**config.mk**
```make
export PLATFORM = sky130hd
export DESIGN_NAME = sel_f2a
export DESIGN_NICKNAME = d
export VERILOG_FILES = /design/src/rtl/sel_f2a_pkg.sv /design/src/rtl/f2a_hdr_decode.sv /design/src/rtl/sel_f2a.sv
export SDC_FILE = /design/constraint.sdc
export NUM_CORES = 1
export LEC_CHECK = 0
export CORE_MARGIN = 2
export CORE_UTILIZATION = 40
export DETAILED_ROUTE_END_ITERATION = 8
export PLACE_DENSITY_LB_ADDON = 0.12
export SETUP_SLACK_MARGIN = 0.2
export SYNTH_ARGS = -nofsm -noshare
export SYNTH_HDL_FRONTEND = slang
export SYNTH_SLANG_ARGS = --single-unit
export TNS_END_PERCENT = 5
```
**constraint.sdc**
```tcl
create_clock -name clk_i -period 1.6 [get_ports clk_i]
set_input_delay 0.16 -clock clk_i [delete_from_list [all_inputs] [get_ports clk_i]]
set_output_delay 0.16 -clock clk_i [all_outputs]
set_load 0.01 [all_outputs]
```
**src/rtl/sel_f2a_pkg.sv**
```systemverilog
// Shared constants for the FTDI receive selector: destination codes,
// header field positions and one-hot FSM state encoding.
package sel_f2a_pkg;

    localparam logic [1:0] DEST_CPU = 2'b00;
    localparam logic [1:0] DEST_IQ  = 2'b01;

    localparam int DEST_MSB = 31;
    localparam int DEST_LSB = 30;
    localparam int LEN_MSB  = 10;
    localparam int LEN_LSB  = 0;
    localparam int LEN_W    = LEN_MSB - LEN_LSB + 1;

    localparam int ST_IDLE    = 0;
    localparam int ST_CPU     = 1;
    localparam int ST_FIFO    = 2;
    localparam int ST_DISCARD = 3;
    localparam int ST_W       = 4;

    localparam logic [ST_W-1:0] S_IDLE    = 4'b0001;
    localparam logic [ST_W-1:0] S_CPU     = 4'b0010;
    localparam logic [ST_W-1:0] S_FIFO    = 4'b0100;
    localparam logic [ST_W-1:0] S_DISCARD = 4'b1000;

    function automatic logic dest_is_reserved(input logic [1:0] dest);
        return (dest != DEST_CPU) && (dest != DEST_IQ);
    endfunction

endpackage

```
**src/rtl/f2a_hdr_decode.sv**
```systemverilog
// Combinational packet-header decoder: splits a header word into
// destination, length field and a reserved-destination flag.
module f2a_hdr_decode
    import sel_f2a_pkg::*;
#(
    parameter int FT_DATA_WIDTH = 32
) (
    input  logic [FT_DATA_WIDTH-1:0] hdr_i,
    output logic [1:0]               dest_o,
    output logic [LEN_W-1:0]         len_o,
    output logic                     reserved_o
);

    assign dest_o     = hdr_i[DEST_MSB:DEST_LSB];
    assign len_o      = hdr_i[LEN_MSB:LEN_LSB];
    assign reserved_o = dest_is_reserved(dest_o);

    // Middle header bits carry no meaning.
    logic unused_hdr_bits;
    assign unused_hdr_bits = ^hdr_i[DEST_LSB-1:LEN_MSB+1];

endmodule

```
**src/rtl/sel_f2a.sv**
```systemverilog
// FTDI receive selector: routes host packets to the ECPU FIFO or the TX IQ FIFO.
// Optional macro SEL_F2A_DROP_CNT_EN adds a saturating discarded-word counter.
module sel_f2a
    import sel_f2a_pkg::*;
#(
    parameter int FT_DATA_WIDTH    = 32,
    parameter int IQ_PAIR_WIDTH    = 24,
    parameter int QSTART_BIT_INDEX = 16
) (
    input  logic                     clk_i,
    input  logic                     reset_n,
    input  logic                     we_i,
    input  logic [FT_DATA_WIDTH-1:0] data_i,
    output logic                     ready_o,
    output logic [FT_DATA_WIDTH-1:0] cpu_data_o,
    output logic                     cpu_we_o,
    input  logic                     cpu_afull_i,
    output logic [IQ_PAIR_WIDTH-1:0] fifo_data_o,
    output logic                     fifo_we_o,
    input  logic                     fifo_afull_i,
    output logic [7:0]               fifoin_wc_o,
    output logic                     hdr_err_o
`ifdef SEL_F2A_DROP_CNT_EN
    ,
    output logic [15:0]              drop_cnt_o
`endif
);

    localparam int HALF_W = IQ_PAIR_WIDTH / 2;

    logic [ST_W-1:0]          state_q, state_d;
    logic [LEN_W-1:0]         packet_cnt_q, packet_cnt_d;
    logic [FT_DATA_WIDTH-1:0] cpu_data_q, cpu_data_d;
    logic                     cpu_we_q, cpu_we_d;
    logic [IQ_PAIR_WIDTH-1:0] fifo_data_q, fifo_data_d;
    logic                     fifo_we_q, fifo_we_d;
    logic [7:0]               fifoin_wc_q, fifoin_wc_d;
    logic                     hdr_err_q, hdr_err_d;
`ifdef SEL_F2A_DROP_CNT_EN
    logic [15:0]              drop_cnt_q, drop_cnt_d;
`endif

    logic [1:0]       hdr_dest;
    logic [LEN_W-1:0] hdr_len;
    logic             hdr_reserved;
    logic             accept;
    logic             last_word;

    f2a_hdr_decode #(
        .FT_DATA_WIDTH (FT_DATA_WIDTH)
    ) u_hdr_decode (
        .hdr_i      (data_i),
        .dest_o     (hdr_dest),
        .len_o      (hdr_len),
        .reserved_o (hdr_reserved)
    );

    // The afull inputs already reserve room for the one registered write in flight.
    always_comb begin
        case (state_q)
            S_CPU:   ready_o = ~cpu_afull_i;
            S_FIFO:  ready_o = ~fifo_afull_i;
            default: ready_o = 1'b1;
        endcase
    end

    assign accept    = we_i && ready_o;
    assign last_word = (packet_cnt_q == '0);

    always_comb begin
        state_d      = state_q;
        packet_cnt_d = packet_cnt_q;
        cpu_data_d   = cpu_data_q;
        cpu_we_d     = 1'b0;
        fifo_data_d  = fifo_data_q;
        fifo_we_d    = 1'b0;
        fifoin_wc_d  = fifoin_wc_q;
        hdr_err_d    = 1'b0;
`ifdef SEL_F2A_DROP_CNT_EN
        drop_cnt_d   = drop_cnt_q;
`endif
        case (state_q)
            S_IDLE: begin
                if (accept) begin
                    packet_cnt_d = hdr_len;
                    if (hdr_reserved) begin
                        state_d   = S_DISCARD;
                        hdr_err_d = 1'b1;
                    end else if (hdr_dest == DEST_CPU) begin
                        state_d = S_CPU;
                    end else begin
                        state_d = S_FIFO;
                    end
                end
            end
            S_CPU: begin
                if (accept) begin
                    cpu_data_d   = data_i;
                    cpu_we_d     = 1'b1;
                    packet_cnt_d = packet_cnt_q - 1'b1;
                    // Count lands together with the last word's strobe.
                    if (last_word) begin
                        fifoin_wc_d = fifoin_wc_q + 8'd1;
                        state_d     = S_IDLE;
                    end
                end
            end
            S_FIFO: begin
                if (accept) begin
                    fifo_data_d  = {data_i[QSTART_BIT_INDEX +: HALF_W], data_i[0 +: HALF_W]};
                    fifo_we_d    = 1'b1;
                    packet_cnt_d = packet_cnt_q - 1'b1;
                    if (last_word) begin
                        state_d = S_IDLE;
                    end
                end
            end
            S_DISCARD: begin
                if (accept) begin
                    packet_cnt_d = packet_cnt_q - 1'b1;
`ifdef SEL_F2A_DROP_CNT_EN
                    if (drop_cnt_q != 16'hFFFF) begin
                        drop_cnt_d = drop_cnt_q + 16'd1;
                    end
`endif
                    if (last_word) begin
                        state_d = S_IDLE;
                    end
                end
            end
            default: state_d = S_IDLE;
        endcase
    end

    always_ff @(posedge clk_i or negedge reset_n) begin
        if (!reset_n) begin
            state_q      <= S_IDLE;
            packet_cnt_q <= '0;
            cpu_data_q   <= '0;
            cpu_we_q     <= 1'b0;
            fifo_data_q  <= '0;
            fifo_we_q    <= 1'b0;
            fifoin_wc_q  <= '0;
            hdr_err_q    <= 1'b0;
        end else begin
            state_q      <= state_d;
            packet_cnt_q <= packet_cnt_d;
            cpu_data_q   <= cpu_data_d;
            cpu_we_q     <= cpu_we_d;
            fifo_data_q  <= fifo_data_d;
            fifo_we_q    <= fifo_we_d;
            fifoin_wc_q  <= fifoin_wc_d;
            hdr_err_q    <= hdr_err_d;
        end
    end

`ifdef SEL_F2A_DROP_CNT_EN
    always_ff @(posedge clk_i or negedge reset_n) begin
        if (!reset_n) begin
            drop_cnt_q <= '0;
        end else begin
            drop_cnt_q <= drop_cnt_d;
        end
    end

    assign drop_cnt_o = drop_cnt_q;
`endif

    assign cpu_data_o  = cpu_data_q;
    assign cpu_we_o    = cpu_we_q;
    assign fifo_data_o = fifo_data_q;
    assign fifo_we_o   = fifo_we_q;
    assign fifoin_wc_o = fifoin_wc_q;
    assign hdr_err_o   = hdr_err_q;

endmodule

```
==> reports/qor.txt <==
Max Cap Viol: 0
Core area: 8806 um^2
VDD IR max: 0.6894 mV
Routed WL per cell: 15.85 um
Share of cells above drive strength 1: 22.52%
Slack of the critical path: -0.09259 ns
Ys Warns: 0
PortBufs: 104
Most common library cells after synthesis: nand2_1 (166), dfrtp_1 (81), nor2_1 (14)
Congestion Overflow GR: 0
FF-to-FF Start: state_q[3]
H-tree depth: 3
Crit end category: flip-flop
Seq cells post-synth: 82
GP Congestion: 0.8794
Detailed Route Iter0 Violations: 152
CTS max path bufs: 2
CTS Root Cell: clkbuf_8
Pwr per Cell Area: 1412 nW/um^2
Final WL: 10.51 mm
Failing checks: setup timing
Number of nets in the layout: 590
Min-Delay Path Class: primary input to flip-flop
Most used DFF post-synth: dfrtp_1
Row cnt: 34
FFs w/ async S/R, synth: 100.0%
Least-Margin Pin Slew: 0.4546 ns
Clk_lat worst skew: 0.35 ns
CP Launch Type: flip-flop
Horiz. Die Dim: 99.85 um
Hold Slack: 0.3370 ns
Post-synth EDFFs: 0
Layout filler cell count: 690
Average footprint of a synthesized cell: 9.327 um^2
Status: complete, but fails checks
Pre-Repair DR Iteration Count: 5
Library cells used by synthesis: 50
Initial antenna violation count: 0
Synth Net Count: 434
Final core utilization: 67.08%
# DRC: 0
Ant. Diodes: 0
Total Routing Usage GR: 21.15%
Post-synth top area share: 55.16%
Finished Cell Area: 5907 um^2
Post-route ant nets: 0
Total power draw: 8.340 mW
CP Max Fanout: 6
CTS buffer count: 9
Pins Over Slew Limit: 0
Final setup vio count: 28
Area growth syn-to-layout: 60.74%
R2R depth: 6
Critical path type: flip-flop to flip-flop
Largest area contributor in the netlist: dfrtp_1
Critical Path AT: 1.92 ns
Slew HR: 69.69%
RSZ-0062 raised after global routing: true
Post-Syn Area: 3675 um^2
DIE HEIGHT: 99.85 um
Clk pin slew, worst setup/hold paths: 0.09 ns
R2r endpoint: packet_cnt_q[10]
Die Area: 9970 um^2
LEAKAGE: 3.837 nW
CTS tree: done
Post-DP Area: 5057 um^2
Hold_sp: data_i[14]
Hold Vio Cnt, Final: 0
Endpoint, Worst Hold: cpu_data_o[14]
# IOs: 105
R2r setup slk: -0.09 ns
CTS sink cnt: 82
Max Clk Rate: 590.8 MHz
Top post-synthesis cells by area: dfrtp_1 (55%), nand2_1 (17%), a21oi_1 (1.6%), nor2_1 (1.4%), nor3_1 (1.4%)
Hold Path Depth: 3
DP HPWL: 6.558 mm
Sequential share of the synthesized area: 55.87%
Post-Syn Instances: 394
Final Cycle Share: 105.8%
Vias post-DR: 3,361
Largest net degree at the start of global routing: 83
Final Skew: 0.01522 ns
First-pass GRT wire length: 16.73 mm
Vias/cell: 5.069
Initial Util: 41.73%
Cell with the most instances after synthesis: nand2_1
Final Critical Period: 1.693 ns
Vias in the first global route: 3,428
CP Data Required Time: 1.83 ns
[placed cells by master (no fill, tap or decap), types with 8 or more instances in the layout]
cell	n
nand2_1	165
dfrtp_1	76
dlymetal6s2s_1	64
clkdlybuf4s50_1	38
buf_4	38
buf_6	14
o21ai_1	13
nor2_1	11
a21oi_1	11
clkbuf_8	10
nor3_1	8
[layout make-up]
| type | count | area (um^2) | share of cell area (%) |
|---|---|---|---|
| flip-flops and latches | 82 | 2059 | 34.87 |
| repair buffers | 165 | 1809 | 30.63 |
| multi-input cells | 284 | 1669 | 28.26 |
| clock buffers | 11 | 141.4 | 2.394 |
| well taps | 108 | 135.1 | 2.288 |
| clock inverters | 5 | 62.56 | 1.059 |
| inverters | 8 | 30.03 | 0.5084 |
[power by group]
group          switching [mW]  internal (mW)  total, mW
combinational            1.80           2.02       3.82
sequential              0.370           2.60       2.97
clock                   0.782          0.774       1.56
[per-layer routing]
metal  wire (um)  track usage [%]
met4         188            7.692
met2        5151            35.08
met5           0                0
met1        4441            26.76
met3         726            5.641
[repair_timing]
item                                    4_1_cts  5_1_grt
hold endpoints to repair                     81        0
gates cloned                                  2        3
endpoints found under the setup margin      143      149
resized for setup                            27      101
setup buffers                                11       10
pin swaps                                     7       15
hold buffers                                  1        0
[kinds of logic after synthesis]
kind of cell               Yosys count  synth area share, %
xor gates and xnor gates             8                1.907
muxes                                5                1.498
DFF                                 82                55.87
adders and majority gates            3                1.022
buffers and inverters               28                3.780
and+or+nand+nor                    222                27.38
AOI/OAI and AO/OA                   46                8.547
[worst max path at each step]
stage                          from          endpoint  depth (start not counted)
global placement        cpu_afull_i    fifoin_wc_o[1]                          7
global route             state_q[1]   packet_cnt_q[9]                          9
floorplan           packet_cnt_q[0]    fifoin_wc_o[1]                          7
finish                   state_q[3]  packet_cnt_q[10]                          6
CTS                      state_q[2]   packet_cnt_q[0]                          6
detailed placement      cpu_afull_i    fifoin_wc_o[1]                          7
[registers in the layout, summed over array words and instances, names as in the netlist]
| name | flops |
|---|---|
| hdr_err_o | 1 |
| packet_cnt_q | 11 |
| state_q | 4 |
| fifo_we_o | 1 |
| fifo_data_o | 24 |
| cpu_we_o | 1 |
| cpu_data_o | 32 |
| fifoin_wc_o | 8 |
[through the flow]
step | cells | setup WS (ns) | setup TNS [ns]
CTS | 650 | -0.09477 | -0.8670
finish | 663 | -0.09259 | -1.190
floorplan | 394 | -0.05210 | -0.1620
detailed placement | 620 | -0.1840 | -3.365
global route | 663 | -0.1460 | -4.045
global placement | 620 | -0.1692 | -1.831
[critical path, cell delays in order (launching register included)]
cell and delay (ns):
dfrtp_2 0.49, buf_6 0.15, nor4b_4 0.31, o311ai_4 0.17, buf_6 0.17, o21bai_1 0.15, o2bb2ai_1 0.12
Power figures use the tool's default switching activity.
